## src/rtl/serial_slice_alu.sv

```systemverilog
// serial_slice_alu
//   Multi-cycle MIPS-style ALU (AND/OR/ADD/SUB/SLT/NOR). Operands are
//   WIDTH bits wide and are consumed SLICE bits per clock, LSB first,
//   through one SLICE-wide add/logic slice. The carry is held in a
//   register between cycles. An operation takes WIDTH/SLICE cycles from
//   acceptance to out_valid.
//
// Ports
//   clk        rising-edge clock
//   rst        asynchronous active-high reset
//   in_valid   operands/control presented    in_ready  high only in IDLE
//   a, b       WIDTH-bit operands            alu_ctrl  {a_inv, b_inv, op[1:0]}
//   out_valid  result/zero/overflow valid    out_ready consumer accepts result
//   result     WIDTH-bit result              zero      result == 0
//   overflow   signed overflow (op == ADD form only)
module serial_slice_alu #(
  parameter int WIDTH = 32,
  parameter int SLICE = 1
) (
  input  logic             clk,
  input  logic             rst,
  input  logic             in_valid,
  output logic             in_ready,
  input  logic [WIDTH-1:0] a,
  input  logic [WIDTH-1:0] b,
  input  logic [3:0]       alu_ctrl,
  output logic             out_valid,
  input  logic             out_ready,
  output logic [WIDTH-1:0] result,
  output logic             zero,
  output logic             overflow
);

  localparam int N     = WIDTH / SLICE;
  localparam int CNT_W = (N > 1) ? $clog2(N) : 1;

  typedef enum logic [1:0] {IDLE, RUN, DONE} state_t;

  state_t             state_q, state_d;
  logic [CNT_W-1:0]   cnt_q, cnt_d;
  logic               carry_q, carry_d;
  logic [WIDTH-1:0]   a_q, a_d;
  logic [WIDTH-1:0]   b_q, b_d;
  logic [3:0]         ctrl_q, ctrl_d;
  logic [WIDTH-1:0]   sh_q, sh_d;
  logic [WIDTH-1:0]   result_q, result_d;
  logic               zero_q, zero_d;
  logic               ovf_q, ovf_d;

  // Datapath slice: invert, ripple add, op select
  logic [SLICE-1:0]       ai_s, bi_s, sum_s, slice_res;
  logic [SLICE:0]         c_s;
  logic [WIDTH+SLICE-1:0] sh_cat;
  logic [WIDTH-1:0]       sh_next, final_res;
  logic                   ovf_raw, set_bit;

  always_comb begin
    ai_s   = a_q[SLICE-1:0] ^ {SLICE{ctrl_q[3]}};
    bi_s   = b_q[SLICE-1:0] ^ {SLICE{ctrl_q[2]}};
    c_s    = '0;
    sum_s  = '0;
    c_s[0] = carry_q;
    for (int i = 0; i < SLICE; i++) begin
      sum_s[i]   = ai_s[i] ^ bi_s[i] ^ c_s[i];
      c_s[i+1]   = (ai_s[i] & bi_s[i]) | (c_s[i] & (ai_s[i] ^ bi_s[i]));
    end
    case (ctrl_q[1:0])
      2'b00:   slice_res = ai_s & bi_s;
      2'b01:   slice_res = ai_s | bi_s;
      2'b10:   slice_res = sum_s;
      default: slice_res = '0;
    endcase
    // Only meaningful on the MSB slice. set uses the true sign of the
    // sum, so SLT stays correct when the subtraction overflows.
    ovf_raw = c_s[SLICE-1] ^ c_s[SLICE];
    set_bit = sum_s[SLICE-1] ^ ovf_raw;
    // Concatenation form keeps the shift legal when WIDTH == SLICE.
    sh_cat    = {slice_res, sh_q};
    sh_next   = sh_cat[WIDTH+SLICE-1:SLICE];
    final_res = (ctrl_q[1:0] == 2'b11) ? WIDTH'(set_bit) : sh_next;
  end

  // Control and next-state
  always_comb begin
    state_d  = state_q;
    cnt_d    = cnt_q;
    carry_d  = carry_q;
    a_d      = a_q;
    b_d      = b_q;
    ctrl_d   = ctrl_q;
    sh_d     = sh_q;
    result_d = result_q;
    zero_d   = zero_q;
    ovf_d    = ovf_q;
    case (state_q)
      IDLE: begin
        if (in_valid) begin
          a_d     = a;
          b_d     = b;
          ctrl_d  = alu_ctrl;
          carry_d = alu_ctrl[2];
          cnt_d   = '0;
          sh_d    = '0;
          state_d = RUN;
        end
      end
      RUN: begin
        a_d     = a_q >> SLICE;
        b_d     = b_q >> SLICE;
        carry_d = c_s[SLICE];
        sh_d    = sh_next;
        cnt_d   = cnt_q + CNT_W'(1);
        if (cnt_q == CNT_W'(N - 1)) begin
          // Visible outputs change only here, so a partial result is never shown.
          result_d = final_res;
          zero_d   = (final_res == '0);
          ovf_d    = (ctrl_q[1:0] == 2'b10) ? ovf_raw : 1'b0;
          state_d  = DONE;
        end
      end
      DONE: begin
        if (out_ready) state_d = IDLE;
      end
      default: state_d = IDLE;
    endcase
  end

  always_ff @(posedge clk or posedge rst) begin
    if (rst) begin
      state_q  <= IDLE;
      cnt_q    <= '0;
      carry_q  <= 1'b0;
      a_q      <= '0;
      b_q      <= '0;
      ctrl_q   <= '0;
      sh_q     <= '0;
      result_q <= '0;
      zero_q   <= 1'b0;
      ovf_q    <= 1'b0;
    end else begin
      state_q  <= state_d;
      cnt_q    <= cnt_d;
      carry_q  <= carry_d;
      a_q      <= a_d;
      b_q      <= b_d;
      ctrl_q   <= ctrl_d;
      sh_q     <= sh_d;
      result_q <= result_d;
      zero_q   <= zero_d;
      ovf_q    <= ovf_d;
    end
  end

  assign in_ready  = (state_q == IDLE);
  assign out_valid = (state_q == DONE);
  assign result    = result_q;
  assign zero      = zero_q;
  assign overflow  = ovf_q;

endmodule
```

## config.mk

```make
export PLATFORM = sky130hd
export DESIGN_NAME = serial_slice_alu
export DESIGN_NICKNAME = d
export VERILOG_FILES = /design/src/rtl/serial_slice_alu.sv
export SDC_FILE = /design/constraint.sdc
export NUM_CORES = 1
export LEC_CHECK = 0
export ABC_AREA = 1
export CAP_MARGIN = 15
export CORE_ASPECT_RATIO = 0.6
export CORE_MARGIN = 10
export CORE_UTILIZATION = 40
export DETAILED_ROUTE_END_ITERATION = 8
export PLACE_DENSITY = 0.62
export SETUP_SLACK_MARGIN = 0.5
export SLEW_MARGIN = 10
export SYNTH_ARGS = -nofsm -noshare
export SYNTH_HDL_FRONTEND = slang
export SYNTH_SLANG_ARGS = --single-unit
```

## constraint.sdc

```tcl
create_clock -name clk -period 9.06 [get_ports clk]
set_clock_uncertainty 0.05 [all_clocks]
set_input_delay 1.812 -clock clk [delete_from_list [all_inputs] [get_ports clk]]
set_output_delay 1.812 -clock clk [all_outputs]
set_load 0.05 [all_outputs]
```

==> results of run 1 <==
-- cell families (layout without fill, tap and decap cells) --
kind of cell    Yosys count  in the layout  share of synthesized area, %
xor+xnor                  3              3                         0.439
fa+ha+maj                 6              6                          1.50
flops                   141            141                          58.9
buf+inv                 145            250                          10.3
compound gates          213            213                          22.5
simple gates             85             85                          6.24
mux                       1              1                         0.188
-- worst reg2reg max path: stages, from the launching register on --
cell     delay [ns]
dfrtp_1        0.44
inv_2          0.12
nor2_8         0.05
inv_4          0.73
nand2_4        0.45
inv_2          0.20
buf_4          0.63
a21oi_1        0.23
-- cells in the mapped netlist (3+ instances only) --
master / number
a21oi_2: 20
inv_2: 3
buf_6: 4
o22ai_1: 93
clkbuf_1: 9
a22o_1: 4
buf_2: 21
o31ai_1: 26
nor2_1: 10
o21ai_0: 22
ha_1: 4
inv_1: 102
a21oi_1: 45
dfrtp_1: 141
nand2_1: 62
buf_4: 3
-- worst max-delay path by stage --
stage / startpoint / end / slack (ns) / cells past startpoint
after global placement: in_valid / a_q[13] / 4.67 / 6
after global routing: in_valid / a_q[16] / 4.75 / 6
after detailed placement: in_valid / a_q[18] / 4.56 / 6
final: in_valid / b_q[27] / 5.02 / 6
after floorplan: rst / a_q[0] / 3.42 / 1
after CTS: in_valid / a_q[17] / 5.00 / 6
-- flip-flops by register name, indices dropped and copies added (netlist names) --
| register | cells |
|---|---|
| b_q | 32 |
| carry_q | 1 |
| cnt_q | 5 |
| overflow | 1 |
| zero | 1 |
| result | 32 |
| sh_q | 31 |
| ctrl_q | 4 |
| a_q | 32 |
| state_q | 2 |
-- metal layers --
metal  wire length, um  up-vias  share of wire (%)  track usage, %
li1                  -     2223                  -               -
met1              7370     2230                 51            21.3
met2              6330       88                 44            19.7
met3               676        8                4.7            3.37
met4                96        0               0.66            5.48
met5                 0        -                  0               0
-- power by group --
part	leakage (nW)	internal (mW)	switching (mW)
Combinational	1.46	0.465	0.827
Clock	0.308	0.479	0.271
Sequential	1.76	0.915	0.152
-- stage by stage --
stage | hold WS (ns) | instances
4_1_cts | 0.431 | 896
6_report | 0.426 | 897
3_3_place_gp | 0.417 | 864
2_1_floorplan | 0.403 | 594
5_1_grt | 0.455 | 897
3_5_place_dp | 0.417 | 864
-- area by class of cell --
class	count	area, um2
fill	1248	6800
sequential	141	3530
multi-input combinational	308	1850
timing repair buffer	111	1120
clock buffer	20	457
inverter	107	409
tap	198	248
clock inverter	12	184
==> metrics.txt, run 1 <==
status=finished, final reports clean; vias in the first global route=roughly 4500; FF+latch count, synth=between 100 and 150; Final Util=a little over half; Slew HR=32.4%; Yosys top cell area share=approximately three fifths; Hold Path Depth=2; Most used DFF post-synth=dfrtp_1; sequential share of the synthesized area=58.9%; Layout area overhead=30.1%; Critical Path Max Stage Delay=approximately 0.63 ns; unique cell type count in the Yosys netlist=35; syn nets=between 600 and 700; worst r2r src=state_q[0]; number of inserted diodes=0; Initial Utilization=41.1%; Root Buffer Master=clkbuf_16; R2R depth=7; Via density=5.07; post-DP HPWL=~9.5 mm; # rows=34; DR vias=between 4000 and 5000; Synth area leader=dfrtp_1; first-pass GRT wire length=roughly 24 mm; initial DRC count=approximately 360; WP buf/inv=3; I/O pin count=108; Pre-Repair DR Iteration Count=4; endpoint kind of the worst setup timing path=flop; synthesized area per cell=10.1 um2; leak pwr=around 3.5 nW; share of layout cells above drive strength 1=9.73%; Hold Violations, Final=0; Worst Hold Class=reg2reg; crit-path max FO=67; remaining antenna violation count after routing=0; crit path kind=in2reg; RSZ-0062 raised after global routing=no; Core Region=14600 um2; CTS tree=built; Hold Path Origin=zero; worst path required time=around 9.3 ns; post-CTS sizing=0; Crit path top cell by count=nand2_4; GPL Wtd Cong=between 0.8 and 0.9; die area=20400 um2; fmax=between 0.2 and 0.25 GHz; Slew @ Worst Pin=1.01 ns; Skew-Pair Late Insertion Delay=a little over 0.4 ns; Power Density=about 400 nW/um2; yosys warns=0; Synth Cell Area=5990 um2; Synth Instances=approximately 600; Total Neg Setup Slack=0 ns; H-tree depth=4; Period Utilization, post-route=44.6%; Overall Power=3.11 mW; clock buffer depth=2; Arr. time, crit path=around 4.3 ns; postcts setup bufs=0; WL final=roughly 14 mm; # setup viols final=0; peak supply drop=roughly 0.24 mV; crit-path leading delay family=buffers and inverters; largest net degree at the start of global routing=just under 100; Final WS setup=around 5 ns; Reg clk slew, reported paths=0.06 ns; asr flop ratio synth=100%; commonest non-fill, non-tap cell in the layout=dfrtp_1; pre-CTS setup slack=4.56 ns; width of the die=around 180 um; Cell Area, Placed=approximately 7100 um2; CP max stage cell=buf_4; Slew Viols, Final=0; nets=764; Synth area leaders=dfrtp_1 59%, o22ai_1 9.7%, inv_1 6.4%, nand2_1 3.9%, a21oi_1 3.8%; hold buffers post-CTS=0; total grt overflow=0; minimum clock period=about 4 ns; crit path launch type=input pin; antenna violations before repair=0; Num CTS Buffers=17; DRC=0; cell breakdown of the critical path=clkdlybuf4s50_1 > nand2_4 > nand2_4 > inv_2 > buf_4 > a21oi_1; GRT Util Overall=14.3%; Die H=115 um; port bufs=about 110; max_cap viols=0; FF-to-FF setup slack=roughly 6 ns; reg2reg end=b_q[27]; Post-synth EDFFs=0; most frequent cells in the layout=141 x dfrtp_1, 107 x clkdlybuf4s50_1, 101 x inv_1; Design Area, Final=7790 um2; hold endpoint=zero; wire per inst=about 16 um; clock sink count=roughly 140
(Power assumes the default switching activity.)
==> run 2: changes to the inputs <==
--- a/config.mk
+++ b/config.mk
@@ -11,7 +11,7 @@
 export CORE_MARGIN = 10
 export CORE_UTILIZATION = 40
 export DETAILED_ROUTE_END_ITERATION = 8
-export PLACE_DENSITY = 0.62
+export PLACE_DENSITY = 0.64
 export SETUP_SLACK_MARGIN = 0.5
 export SLEW_MARGIN = 10
 export SYNTH_ARGS = -nofsm -noshare
==> constraint.sdc (replaced) <==
create_clock -name clk -period 3.7 [get_ports clk]
set_clock_uncertainty 0.05 [all_clocks]
set_input_delay 0.74 -clock clk [delete_from_list [all_inputs] [get_ports clk]]
set_output_delay 0.74 -clock clk [all_outputs]
set_load 0.05 [all_outputs]
==> metrics.txt, run 2 (synthesized netlist as in run 1, its figures left out) <==
clock sink count=~140; DRC=0; width of the die=178 um; Hold Violations, Final=0; port bufs=roughly 110; wire per inst=about 16 um; fmax=roughly 0.37 GHz; first-pass GRT wire length=approximately 24 mm; M3 GR Usage=between 3 and 4%; postcts setup bufs=0; GRT Util Overall=14.7%; M2 GR Usage=20.2%; met1 Usage GRT=a little over a fifth; commonest non-fill, non-tap cell in the layout=dfrtp_1; endpoint kind of the worst setup timing path=output port; # setup viols final=0; CTS tree=built; # rows=34; die area=between 20000 and 25000 um2; I/O pin count=between 100 and 150; nets=about 770; post-CTS sizing=0; Final Util=between 50% and 60%; Layout area overhead=30.2%; Die H=about 110 um; Core Region=~15000 um2; Via density=5.04; DR vias=between 4000 and 5000; Power Density=a little under 1000 nW/um2; minimum clock period=2.69 ns; max_cap viols=0; total grt overflow=0; Slew @ Worst Pin=a little under 1 ns; Total Neg Setup Slack=0 ns; clock buffer depth=2; crit path launch type=flop; most frequent cells in the layout=141 x dfrtp_1, 107 x clkdlybuf4s50_1, 101 x inv_1; peak supply drop=between 0.5 and 0.6 mV; vias in the first global route=4574; Skew-Pair Late Insertion Delay=between 0.4 and 0.5 ns; RSZ-0062 raised after global routing=no; Period Utilization, post-route=between 70% and 80%; number of inserted diodes=0; Overall Power=roughly 7.6 mW; remaining antenna violation count after routing=0; worst path required time=between 2 and 3 ns; Slew HR=~34%; Num CTS Buffers=17; Reg clk slew, reported paths=around 0.06 ns; antenna violations before repair=0; largest net degree at the start of global routing=about 140; Root Buffer Master=clkbuf_16; Worst Hold Class=reg2reg; most used routing layer=met1; crit path kind=reg2out; WL final=about 15 mm; GPL Wtd Cong=0.791; hold buffers post-CTS=0; post-DP HPWL=between 9 and 10 mm; status=finished, final reports clean; Pre-Repair DR Iteration Count=5; Initial Utilization=between 40% and 50%; Slew Viols, Final=0; leak pwr=3.53 nW; Arr. time, crit path=~1.9 ns; H-tree depth=4; share of layout cells above drive strength 1=9.97%; crit-path max FO=3; initial DRC count=321
-- run 2: cell types whose count changed in the layout (fill, tap and decap cells not counted), sizes merged --
cell      delta
inv          -1
buf          +3
clkbuf       -1
clkinvlp     +2
-- run 2: routing by layer --
metal	vias to the layer above	share of wire, %
met3	9	5.6
met1	2178	52
met4	0	0.74
met2	135	42
met5	-	0
li1	2218	-
-- run 2: critical path, cell delays in order (launching register included) --
cell             delay, ns
dfrtp_1               0.46
nor2_2                0.18
clkdlybuf4s50_1       0.84
-- run 2: worst paths after layout --
| kind | start | end | cells after the start | slack [ns] |
|---|---|---|---|---|
| min | result[16] | result[16] | 2 | 0.43 |
| max reg2reg | cnt_q[0] | zero | 10 | 1.48 |
| min in group asynchronous | rst | a_q[18] | 3 | 0.79 |
| min reg2reg | result[16] | result[16] | 2 | 0.43 |
| max in group asynchronous | rst | sh_q[1] | 3 | 2.12 |
| max | state_q[1] | in_ready | 2 | 1.01 |
-- run 2: area by class of cell --
class / instances / area (um2)
clock buffers: 19 / 433
clock inverters: 13 / 188
fillers: 1257 / 6790
inverters: 107 / 408
multi-input cells: 308 / 1850
flip-flops and latches: 141 / 3530
well taps: 198 / 248
repair buffers: 114 / 1150
-- run 2: stage by stage --
step | worst slack [ns] | hold WS [ns] | cell area, um2 | cells
floorplan | 1.15 | 0.403 | 5990 | 594
global placement | 1.05 | 0.417 | 7180 | 868
detailed placement | 1.02 | 0.419 | 7180 | 868
CTS | 0.990 | 0.435 | 7800 | 900
global route | 0.898 | 0.455 | 7800 | 900
finish | 1.01 | 0.431 | 7800 | 900
-- run 2: power breakdown --
group	internal, mW	leakage (nW)	switching (mW)	total, mW
Sequential	2.24	1.76	0.371	2.61
Clock	1.13	0.294	0.664	1.80
Combinational	1.17	1.47	2.03	3.20
==> run 3: changes to the inputs <==
--- a/config.mk
+++ b/config.mk
@@ -11,7 +11,7 @@
 export CORE_MARGIN = 10
 export CORE_UTILIZATION = 40
 export DETAILED_ROUTE_END_ITERATION = 8
-export PLACE_DENSITY = 0.64
+export PLACE_DENSITY = 0.62
 export SETUP_SLACK_MARGIN = 0.5
 export SLEW_MARGIN = 10
 export SYNTH_ARGS = -nofsm -noshare
==> constraint.sdc (replaced) <==
create_clock -name clk -period 2.5 [get_ports clk]
set_clock_uncertainty 0.05 [all_clocks]
set_input_delay 0.5 -clock clk [delete_from_list [all_inputs] [get_ports clk]]
set_output_delay 0.5 -clock clk [all_outputs]
set_load 0.05 [all_outputs]
==> metrics.txt, run 3 (synthesized netlist as in run 1, its figures left out) <==
antenna violations before repair=0; Slew Viols, Final=0; I/O pin count=around 110; Final Util=between 50% and 60%; fmax=between 0.5 and 0.6 GHz; minimum clock period=around 1.9 ns; postcts setup bufs=0; vias in the first global route=about 4500; Critical Path Max Stage Delay=~0.45 ns; DR vias=4576; Total Neg Setup Slack=0 ns; most frequent cells in the layout=141 x dfrtp_1, 100 x inv_1, 93 x o22ai_1; crit path launch type=flop; status=finished, final reports clean; cell breakdown of the critical path=nor2_2 > clkbuf_2; largest net degree at the start of global routing=78; DRC=0; wire per inst=16.5 um; Hold Violations, Final=0; clock buffer depth=2; Pre-Repair DR Iteration Count=4; share of layout cells above drive strength 1=between 10% and 20%; Via density=between 5 and 6; total grt overflow=0; first-pass GRT wire length=about 24 mm; Skew-Pair Late Insertion Delay=slightly above 0.4 ns; peak supply drop=0.520 mV; crit-path leading delay family=flip-flops; WP buf/inv=1; RSZ-0062 raised after global routing=no; nets=~770; Layout area overhead=29.7%; Worst Hold Class=in2async; width of the die=roughly 180 um; Reg clk slew, reported paths=0.06 ns; endpoint kind of the worst setup timing path=output port; Slew HR=64.2%; leak pwr=about 3.7 nW; Core Region=between 10000 and 15000 um2; Root Buffer Master=clkbuf_16; commonest non-fill, non-tap cell in the layout=dfrtp_1; crit path kind=reg2out; Arr. time, crit path=1.36 ns; port bufs=107; worst path required time=about 2.0 ns; Die H=around 110 um; Slew @ Worst Pin=0.540 ns; CTS tree=built; hold buffers post-CTS=0; remaining antenna violation count after routing=0; Power Density=between 1000 and 1500 nW/um2; H-tree depth=4; # setup viols final=0; # rows=34; GPL Wtd Cong=around 0.80; die area=~20000 um2; post-DP HPWL=10.2 mm; initial DRC count=roughly 320; CP max stage cell=dfrtp_1; max_cap viols=0; number of inserted diodes=0; Initial Utilization=41.1%; WL final=14.9 mm; clock sink count=roughly 140; crit-path max FO=3; GRT Util Overall=about 14%; Num CTS Buffers=17; Period Utilization, post-route=76.2%
[run 3: changes by cell type in the layout (fill, tap and decap cells not counted), sizes merged]
cell           previous run  this run
bufinv                    4         2
buf                       7        14
clkdlybuf4s50           107        71
dlygate4sd2               0        34
inv                     108       107
clkbuf                   19        20
[run 3: routing by layer]
metal	wire length, um	vias up	GRT usage, %
met4	159	0	3.87
met3	720	13	4.13
met1	7750	2223	21.1
li1	-	2242	-
met2	6220	98	20.3
met5	0	-	0
[run 3: cell type report]
type	count	area, um2
Clock buffer	19	433
Multi-Input combinational cell	308	1870
Timing Repair Buffer	120	1170
Clock inverter	10	119
Sequential cell	141	3530
Tap cell	198	248
Inverter	107	408
Fill cell	1295	6820
[run 3: per-stage QoR]
stage | instances | hold WS [ns] | area (um2) | worst slack (ns) | power [mW]
after floorplan | 594 | 0.403 | 5990 | 0.187 | 7.40
after global placement | 874 | 0.420 | 7250 | 0.493 | 8.55
after detailed placement | 874 | 0.423 | 7250 | 0.474 | 8.74
after CTS | 903 | 0.277 | 7760 | 0.346 | 11.1
after global routing | 903 | 0.296 | 7770 | 0.494 | 11.8
final | 903 | 0.284 | 7770 | 0.594 | 11.0
[run 3: what timing repair did]
| action | CTS | global route |
|---|---|---|
| gates resized for setup | 42 | 5 |
| setup endpoints to repair | 37 | 2 |
| gates cloned | 0 | 0 |
[run 3: path summary, 6_finish.rpt]
check,startpoint,end,slack [ns],cells past startpoint
min reg2reg,result[22],result[22],0.43,2
min in group clk,result[22],result[22],0.43,2
max in group asynchronous,rst,a_q[0],1.50,3
min,rst,state_q[0],0.28,2
max,state_q[1],in_ready,0.59,2
max reg2reg,cnt_q[0],result[1],0.59,8
[run 3: power breakdown]
group | internal, mW | switching [mW]
sequential | 3.31 | 0.535
combinational | 1.68 | 3.08
clock | 1.45 | 0.942
